--- src/rtl/if_id_buf_pkg.sv ---
// Shared pipeline types for the IF/ID decoupling buffer: entry layout,
// datapath widths, bubble encoding and a saturating counter helper.
package if_id_buf_pkg;

   localparam int WORD      = 64;
   localparam int INST_SIZE = 32;
   localparam int PERF_W    = 32;

   typedef struct packed {
      logic [WORD-1:0]      pc;
      logic [WORD-1:0]      pc_incr;
      logic [INST_SIZE-1:0] inst;
   } if_id_entry_t;

   localparam logic [INST_SIZE-1:0] NOP_INST = 32'h0;

   function automatic logic [PERF_W-1:0] sat_inc(input logic [PERF_W-1:0] v);
      return (v == '1) ? v : v + PERF_W'(1);
   endfunction

endpackage

--- src/rtl/if_id_fifo_ctrl.sv ---
// Pointer/occupancy control for the IF/ID buffer. Flush beats push and pop;
// readiness is derived from registered occupancy only, never from id_ready.
module if_id_fifo_ctrl
   import if_id_buf_pkg::*;
#(
   parameter  int DEPTH = 2,
   localparam int PW    = $clog2(DEPTH),
   localparam int CW    = PW + 1
) (
   input  logic          clk,
   input  logic          rst,
   input  logic          if_valid,
   input  logic          id_ready,
   input  logic          flush,
   output logic          if_ready,
   output logic          id_valid,
   output logic          push,
   output logic [PW-1:0] wr_ptr,
   output logic [PW-1:0] rd_ptr
);

   logic [PW-1:0] wr_ptr_q, wr_ptr_d;
   logic [PW-1:0] rd_ptr_q, rd_ptr_d;
   logic [CW-1:0] count_q,  count_d;
   logic          pop;

   assign if_ready = (count_q < CW'(DEPTH));
   assign id_valid = (count_q != '0);
   assign push     = if_valid & if_ready & ~flush;
   assign pop      = id_valid & id_ready & ~flush;
   assign wr_ptr   = wr_ptr_q;
   assign rd_ptr   = rd_ptr_q;

   always_comb begin
      wr_ptr_d = wr_ptr_q;
      rd_ptr_d = rd_ptr_q;
      count_d  = count_q;
      if (flush) begin
         wr_ptr_d = '0;
         rd_ptr_d = '0;
         count_d  = '0;
      end else begin
         // DEPTH is a power of two, so pointers wrap by natural overflow.
         if (push) wr_ptr_d = wr_ptr_q + PW'(1);
         if (pop)  rd_ptr_d = rd_ptr_q + PW'(1);
         case ({push, pop})
            2'b10:   count_d = count_q + CW'(1);
            2'b01:   count_d = count_q - CW'(1);
            default: count_d = count_q;
         endcase
      end
   end

   always_ff @(posedge clk or posedge rst) begin
      if (rst) begin
         wr_ptr_q <= '0;
         rd_ptr_q <= '0;
         count_q  <= '0;
      end else begin
         wr_ptr_q <= wr_ptr_d;
         rd_ptr_q <= rd_ptr_d;
         count_q  <= count_d;
      end
   end

endmodule

--- src/rtl/if_id_buf.sv ---
// IF/ID decoupling FIFO with valid/ready toward ID and bubble-zeroed outputs.
// Optional performance counters are enabled by defining IF_ID_BUF_PERF_CNT_EN.
module if_id_buf
   import if_id_buf_pkg::*;
#(
   parameter  int DEPTH = 2,
   localparam int PW    = $clog2(DEPTH)
) (
   input  logic                 clk,
   input  logic                 rst,
   input  logic                 if_valid,
   output logic                 if_ready,
   input  logic [WORD-1:0]      if_pc,
   input  logic [WORD-1:0]      if_pc_incr,
   input  logic [INST_SIZE-1:0] if_inst,
   input  logic                 flush,
   output logic                 id_valid,
   input  logic                 id_ready,
   output logic [WORD-1:0]      id_pc,
   output logic [WORD-1:0]      id_pc_incr,
   output logic [INST_SIZE-1:0] id_inst
`ifdef IF_ID_BUF_PERF_CNT_EN
   ,
   output logic [PERF_W-1:0]    stall_cnt,
   output logic [PERF_W-1:0]    flush_cnt
`endif
);

   // Handshake: a transfer happens on a rising edge where valid and ready are
   // both high and flush is low; valid never depends on ready in either direction.

   logic          push;
   logic [PW-1:0] wr_ptr;
   logic [PW-1:0] rd_ptr;
   if_id_entry_t  mem_q [DEPTH];
   if_id_entry_t  head;

   if_id_fifo_ctrl #(.DEPTH(DEPTH)) u_ctrl (
      .clk      (clk),
      .rst      (rst),
      .if_valid (if_valid),
      .id_ready (id_ready),
      .flush    (flush),
      .if_ready (if_ready),
      .id_valid (id_valid),
      .push     (push),
      .wr_ptr   (wr_ptr),
      .rd_ptr   (rd_ptr)
   );

   // Storage carries no reset: occupancy alone decides what is visible.
   always_ff @(posedge clk) begin
      if (push) begin
         mem_q[wr_ptr] <= '{pc: if_pc, pc_incr: if_pc_incr, inst: if_inst};
      end
   end

   assign head       = mem_q[rd_ptr];
   assign id_pc      = id_valid ? head.pc      : '0;
   assign id_pc_incr = id_valid ? head.pc_incr : '0;
   assign id_inst    = id_valid ? head.inst    : NOP_INST;

`ifdef IF_ID_BUF_PERF_CNT_EN
   logic [PERF_W-1:0] stall_cnt_q, stall_cnt_d;
   logic [PERF_W-1:0] flush_cnt_q, flush_cnt_d;

   always_comb begin
      stall_cnt_d = stall_cnt_q;
      flush_cnt_d = flush_cnt_q;
      if ((id_valid & ~id_ready) | (if_valid & ~if_ready)) stall_cnt_d = sat_inc(stall_cnt_q);
      // Only flushes that actually discard something are counted.
      if (flush & (id_valid | if_valid)) flush_cnt_d = sat_inc(flush_cnt_q);
   end

   always_ff @(posedge clk or posedge rst) begin
      if (rst) begin
         stall_cnt_q <= '0;
         flush_cnt_q <= '0;
      end else begin
         stall_cnt_q <= stall_cnt_d;
         flush_cnt_q <= flush_cnt_d;
      end
   end

   assign stall_cnt = stall_cnt_q;
   assign flush_cnt = flush_cnt_q;
`else
   // Counters absent; the datapath above is unaffected.
`endif

endmodule

--- config.mk ---
export PLATFORM = sky130hd
export DESIGN_NAME = if_id_buf
export DESIGN_NICKNAME = d
export VERILOG_FILES = /design/src/rtl/if_id_buf_pkg.sv /design/src/rtl/if_id_fifo_ctrl.sv /design/src/rtl/if_id_buf.sv
export SDC_FILE = /design/constraint.sdc
export NUM_CORES = 1
export LEC_CHECK = 0
export ABC_CLOCK_PERIOD_IN_PS = 40200
export CORE_UTILIZATION = 55
export CTS_BUF_LIST = sky130_fd_sc_hd__clkbuf_4
export DETAILED_ROUTE_END_ITERATION = 8
export DONT_BUFFER_PORTS = 1
export PLACE_DENSITY = 0.78
export SYNTH_ARGS = -nofsm -noshare
export SYNTH_HDL_FRONTEND = slang
export SYNTH_SLANG_ARGS = --single-unit
--- constraint.sdc ---
create_clock -name clk -period 40.2 [get_ports clk]
set_input_delay 6.03 -clock clk [delete_from_list [all_inputs] [get_ports clk]]
set_output_delay 6.03 -clock clk [all_outputs]
set_load 0.005 [all_outputs]
==> impl_metrics.csv, run 1 <==
group,metric,value,unit
worst_hold_path,hold_class,"reg -> reg",
synthesis,synth_seq_area_share,0.7908,
drt,drt_iter0_markers,372,
cts,post_cts_buffers,0,
synthesis,synth_cells,698,
floorplan,initial_core_util,0.5626,
floorplan,die-height,151.4,µm
drt,route.detailed.drc,0,
run_status,status,"finished clean",
floorplan,dieArea,0.02293,mm²
power,pwr-share-comb,0.060,
cts,clock-root-buffer,"clkbuf_4",
floorplan,ios,327,
drt,ant_nets,0,
sta,finalSetupViolCount,0,
worst_setup_path,cpPeakStageDelay,0.94,ns
sta,finalCritPeriodShare,0.2264,
floorplan,core-area,0.02182,mm²
synthesis,synthesis.area,0.01228,mm²
floorplan,die_x,151.4,µm
worst_setup_path,crit_path_max_fanout,62,
cts,cts_hold_buf,0,
worst_setup_path,arrival,3.07,ns
worst_setup_path,required,34.17,ns
global_route,grt_start_max_net_pins,98,
sta,rsz0062_at_grt,"false",
final_layout,layout_commonest_cell,"edfxtp_1",
worst_setup_path,cp-start-kind,"register",
power,p_sw_frac,0.2167,
worst_setup_path,crit_chain,"buf_4 > mux2i_1 > nor2_1",
power,total_leakage_power,4.362,nW
power,vdd.ir_drop.worst,0.03307,mV
cts,cts_buffer_depth,3,
sta,fin_crit,9.101,ns
cts,post_cts_resized,0,
cts,cts.reportedPaths.clkPinSlew,0.07,ns
global_route,grt.overflow.total,0,
global_route,grt_pass1_vias,6070,
power,internal_power,0.5421,mW
power,p_sw,0.1499,mW
cts,cts_tree,"built",
drt,viasPerCell,5.523,
synthesis,synth_largest_area_cell,"edfxtp_1",
run,maxCapViolations,0,
sta,tightest_slew,1.165,ns
power,power_frac_seq,0.567,
drt,wirelength,22720,µm
cts,htree_levels,3,
synthesis,synth_cell_types,19,
drt,vias,5976,
power,finalPower,0.6920,mW
floorplan,num_rows,54,
synthesis,synth.top_cell.area_share,0.7826,
drt,wl_per_cell,21.00,µm
final_layout,drive_gt1_frac,0.1660,
sta,fin_skew,0.04435,ns
drt,met2_wirelength,11740,µm
drt,highest_layer,"met4",
placement,place.gp.congestion,0.7697,
cts,cts_sinks,324,
sta,relSlewSlack,0.2236,
worst_setup_path,critPathKind,"reg -> out",
sta,final_max_slew_viol_count,0,
cts,insertion_delay,0.66,ns
final_layout,syn_to_final_growth,9.345,%
global_route,track_usage,0.1907,
synthesis,synth_area_leaders,"edfxtp_1 78%, mux2i_1 13%, nor2_1 5.0%, buf_6 0.92%, dfrtp_1 0.82%",
worst_setup_path,cp.buffers_inverters,1,
sta,clock.fmax,0.1099,GHz
synthesis,syn_area_per_cell,17.59,µm²
final_layout,final_cell_mix,"320 x edfxtp_1, 163 x nor2_1, 160 x mux2i_1",
final_layout,nNetsFinal,918,
drt,dr_wl_met3,2355,µm
worst_setup_path,critPathSlowestCell,"dfrtp_4",
synthesis,synth_warnings,0,
placement,io_buffers,0,
sta,hold_viol,0,
global_route,grt_antenna_before_repair,1,
synthesis,synth_seq_cells,324,
sta,tns,0,ns
power,p_clk_frac,0.373,
power,p_per_area,51.55,mW/mm²
drt,wl_met1,7941,µm
synthesis,syn_nets,863,
worst_setup_path,cp-end-kind,"output port",
global_route,grt_pass1_wl,32010,µm
worst_setup_path,cp_top_family,"flip-flops",
drt,first_pass_iters,7,
placement,hpwl,14500,µm
cts,cts_buffers,79,
[worst reg2reg max path: stages (launching register included)]
cell and delay (ns):
dfrtp_1 0.44, nand2b_1 0.26, nor3_2 0.22, buf_4 0.54
buf_4 0.87
[cells by family after synthesis]
group	share of synthesized area
AO/OA/AOI/OAI	0.001936
buffers and inverters	0.02160
flip-flops	0.7908
XOR/XNOR	0.001427
AND/OR/NAND/NOR	0.05289
multiplexers	0.1314
[synth_stat cells (all sizes together)]
| master | count |
|---|---|
| mux2i | 160 |
| nor2 | 164 |
| o21ai | 2 |
| a21oi | 1 |
| edfxtp | 320 |
| dfrtp | 4 |
| buf | 32 |
| xor2 | 2 |
| nor3b | 1 |
| clkbuf | 3 |
| nor2b | 2 |
| nand2b | 1 |
| a2bb2oi | 1 |
| inv | 3 |
| mux2 | 1 |
| nor3 | 1 |
[final timing paths]
check | start | endpoint | slack [ns] | cells after the start
worst max-delay path | u_ctrl.rd_ptr$_DFFE_PP0P_ | id_pc[1] | 31.10 | 3
worst min-delay path | u_ctrl.wr_ptr$_DFFE_PP0P_ | u_ctrl.wr_ptr$_DFFE_PP0P_ | 0.60 | 2
worst max register to register | u_ctrl.count_q[1]$_DFFE_PP0P_ | mem_q[0][113]$_DFFE_PP_ | 37.38 | 4
worst min register to register | u_ctrl.wr_ptr$_DFFE_PP0P_ | u_ctrl.wr_ptr$_DFFE_PP0P_ | 0.60 | 2
max in group asynchronous | rst | u_ctrl.rd_ptr$_DFFE_PP0P_ | 34.87 | 1
min in group asynchronous | rst | u_ctrl.count_q[0]$_DFFE_PP0P_ | 5.14 | 1
[final cells by class]
cell class / instances / area [µm²]
Clock inverter: 16 / 113.9
Fill cell: 1564 / 8398
Timing Repair Buffer: 9 / 67.56
Multi-Input combinational cell: 336 / 2318
Tap cell: 280 / 350.3
Inverter: 3 / 11.26
Sequential cell: 324 / 9713
Antenna cell: 1 / 2.502
Clock buffer: 113 / 848.3
[sequential cells by signal (all words and copies together), names as in the netlist]
name / cells
u_ctrl.rd_ptr: 1
u_ctrl.wr_ptr: 1
u_ctrl.count_q: 2
mem_q: 320
[power by group through the flow]
| stage | clock network, mW | logic, mW | registers, mW |
|---|---|---|---|
| floorplan | 0 | 0.0364 | 0.402 |
| global placement | 0 | 0.0409 | 0.399 |
| detailed placement | 0 | 0.0421 | 0.400 |
| CTS | 0.267 | 0.0421 | 0.393 |
| global route | 0.282 | 0.0453 | 0.393 |
| finish | 0.258 | 0.0414 | 0.392 |
[metrics by stage]
step | setup WS (ns) | instances | utilization | hold WS [ns] | cell area [µm²]
6_report | 31.10 | 1082 | 0.6152 | 0.5966 | 13430
5_1_grt | 30.90 | 1082 | 0.6152 | 0.6266 | 13430
4_1_cts | 30.99 | 1081 | 0.6151 | 0.6044 | 13420
3_5_place_dp | 31.74 | 952 | 0.5710 | 0.5947 | 12460
3_3_place_gp | 31.81 | 952 | 0.5710 | 0.5533 | 12460
2_1_floorplan | 21.55 | 698 | - | 0.5193 | 12280
[per-layer routing]
metal / GRT usage / vias up
li1: - / 2745
met3: 0.08735 / 42
met1: 0.1960 / 2924
met4: 0.1030 / 0
met5: 0 / -
met2: 0.3224 / 265
Note: power is estimated with default switching activity, not from simulation.
==> inputs of run 2 (changes only) <==
--- a/config.mk
+++ b/config.mk
@@ -5,7 +5,7 @@
 export SDC_FILE = /design/constraint.sdc
 export NUM_CORES = 1
 export LEC_CHECK = 0
-export ABC_CLOCK_PERIOD_IN_PS = 40200
+export ABC_CLOCK_PERIOD_IN_PS = 9020
 export CORE_UTILIZATION = 55
 export CTS_BUF_LIST = sky130_fd_sc_hd__clkbuf_4
 export DETAILED_ROUTE_END_ITERATION = 8
==> constraint.sdc (replaced) <==
create_clock -name clk -period 9.02 [get_ports clk]
set_input_delay 1.353 -clock clk [delete_from_list [all_inputs] [get_ports clk]]
set_output_delay 1.353 -clock clk [all_outputs]
set_load 0.005 [all_outputs]
==> run 2 against run 1 <==
Sequential power grew to 4.5 times the previous value. Critical path type unchanged. Clock-buffer cell count is 10 lower. Global-route usage is 0.26 points lower. Die area stayed put. Largest cell class unchanged. Non-clock buffer count is 1 higher. Worst setup slack worse by 26 ns. Critical path depth stayed put. Total power grew to 4.4 times the previous value. Utilization hardly changed. Combinational power grew to 4.4 times the previous value. Wire length is 1.7% lower. Via count is 0.45% higher. Highest routed layer is now met5.
==> impl_metrics.csv, run 2 (synthesis gave the netlist of run 1 again) <==
group,metric,value,unit
placement,hpwl,14330,µm
floorplan,initial_core_util,0.5626,
final_layout,largestRegisters,"mem_q: 320 flops, u_ctrl.count_q: 2 flops",
sta,finalCritPeriodShare,0.4846,
cts,cts_hold_buf,0,
drt,ant_nets,0,
drt,route.detailed.drc,0,
drt,drt_iter0_markers,345,
power,p_per_area,227.9,mW/mm²
cts,clock-root-buffer,"clkbuf_4",
worst_setup_path,cp-start-kind,"register",
global_route,grt.overflow.total,0,
placement,io_buffers,0,
sta,tightest_slew,1.142,ns
sta,final_max_slew_viol_count,0,
worst_setup_path,critPathSlowestCell,"buf_4",
run_status,status,"finished clean",
global_route,track_usage,0.1880,
sta,fin_skew,0.04336,ns
final_layout,regArea,0.009713,mm²
cts,cts.reportedPaths.clkPinSlew,0.06,ns
worst_setup_path,required,7.67,ns
cts,cts_buffer_depth,3,
sta,tns,0,ns
sta,finalWorstSetupSlack,4.649,ns
final_layout,final_cell_mix,"320 x edfxtp_1, 163 x nor2_1, 160 x mux2i_1",
placement,place.gp.congestion,0.7429,
final_layout,nFillCells,1568,
drt,first_pass_iters,4,
worst_setup_path,arrival,3.02,ns
cts,cts_sinks,324,
drt,wirelength,22340,µm
worst_setup_path,crit_chain,"buf_4 > mux2i_1 > nor2_1",
worst_setup_path,reg2reg_slack,6.24,ns
drt,viasPerCell,5.533,
final_layout,multi_input_area,0.002331,mm²
floorplan,dieArea,0.02293,mm²
placement,dp_slack,5.297,ns
drt,wl_per_cell,20.59,µm
cts,cts_buffers,78,
final_layout,nNetsFinal,918,
worst_setup_path,crit_path_max_fanout,68,
sta,hold_viol,0,
sta,fin_crit,4.371,ns
cts,cts_tree,"built",
cts,post_cts_buffers,0,
sta,rsz0062_at_grt,"false",
final_layout,syn_to_final_growth,9.304,%
power,vdd.ir_drop.worst,0.1778,mV
global_route,grt_pass1_vias,6028,
worst_setup_path,endpoint,"id_inst[8]",
drt,vias,6003,
worst_setup_path,reg2reg_depth,4,
final_layout,regMostFlops,"mem_q",
floorplan,num_rows,54,
worst_setup_path,r2r-end,"mem_q[1][34]$_DFFE_PP_",
cts,insertion_delay,0.66,ns
floorplan,die_x,151.4,µm
global_route,grt_start_max_net_pins,82,
floorplan,ios,327,
global_route,grt_pass1_wl,31930,µm
cts,post_cts_resized,0,
sta,clock.fmax,0.2288,GHz
floorplan,core-area,0.02182,mm²
worst_setup_path,critPathKind,"reg -> out",
run,maxCapViolations,0,
global_route,grt_antenna_before_repair,2,
floorplan,die-height,151.4,µm
sta,finalSetupViolCount,0,
sta,relSlewSlack,0.2387,
final_layout,largest_register_ffs,320,
worst_setup_path,cpPeakStageDelay,0.94,ns
worst_hold_path,hold_class,"in -> async",
cts,htree_levels,3,
final_layout,layout_commonest_cell,"edfxtp_1",
worst_setup_path,regToRegStartpoint,"u_ctrl.count_q[1]$_DFFE_PP0P_",
worst_setup_path,critPathLaunch,"u_ctrl.rd_ptr$_DFFE_PP0P_",
final_layout,drive_gt1_frac,0.1580,
power,total_leakage_power,4.352,nW
worst_setup_path,cp-end-kind,"output port",
run 2: layout make-up:
| cell class | instances | area share |
|---|---|---|
| sequential | 324 | 0.7238 |
| multi-input combinational | 336 | 0.1737 |
| clock buffer | 103 | 0.05762 |
| tap | 280 | 0.02610 |
| clock inverter | 28 | 0.01221 |
| timing repair buffer | 10 | 0.005594 |
| inverter | 3 | 0.0008391 |
| antenna | 1 | 0.0001865 |
run 2: report_power, final:
group	total (mW)	internal [mW]	leakage [nW]	switching, mW
Combinational	0.184	0.0621	0.804	0.122
Sequential	1.75	1.73	2.99	0.0227
Clock	1.13	0.589	0.560	0.536
Total	3.06	2.38	4.35	0.681
run 2: layer usage:
metal	routed length, µm	up-vias	global-route usage	share of wire
met1	7594	2869	0.1922	0.34
met4	756	2	0.1025	0.034
met3	2583	61	0.09127	0.12
met2	11390	324	0.3148	0.51
met5	13	-	0	0.00058
li1	-	2747	-	-
run 2: worst min path at each step:
| stage | endpoint | slack [ns] | cells after the start | start |
|---|---|---|---|---|
| 2_1_floorplan | u_ctrl.wr_ptr$_DFFE_PP0P_ | 0.54 | 2 | u_ctrl.wr_ptr$_DFFE_PP0P_ |
| 3_3_place_gp | u_ctrl.wr_ptr$_DFFE_PP0P_ | 0.60 | 2 | u_ctrl.wr_ptr$_DFFE_PP0P_ |
| 3_5_place_dp | u_ctrl.count_q[0]$_DFFE_PP0P_ | 0.63 | 2 | u_ctrl.count_q[1]$_DFFE_PP0P_ |
| 4_1_cts | u_ctrl.count_q[1]$_DFFE_PP0P_ | 0.45 | 1 | rst |
| 5_1_grt | u_ctrl.count_q[1]$_DFFE_PP0P_ | 0.46 | 1 | rst |
| 6_report | u_ctrl.count_q[1]$_DFFE_PP0P_ | 0.51 | 1 | rst |
run 2: through the flow:
step	total power [mW]	instance area (µm²)	hold WS [ns]	std cells	util
6_report	3.058	13420	0.5131	1085	0.6150
5_1_grt	3.185	13420	0.4581	1085	0.6150
4_1_cts	3.096	13420	0.4496	1084	0.6148
3_5_place_dp	1.967	12480	0.6317	953	0.5719
3_3_place_gp	1.959	12480	0.6047	953	0.5719
2_1_floorplan	1.943	12290	0.5359	698	-
run 2: critical path: cells and delay by family, from the launching register on:
| kind | cells | cell delay [ns] |
|---|---|---|
| and+or+nand+nor | 1 | 0.08 |
| muxes | 1 | 0.33 |
| DFF | 1 | 0.91 |
| buffers and inverters | 1 | 0.94 |
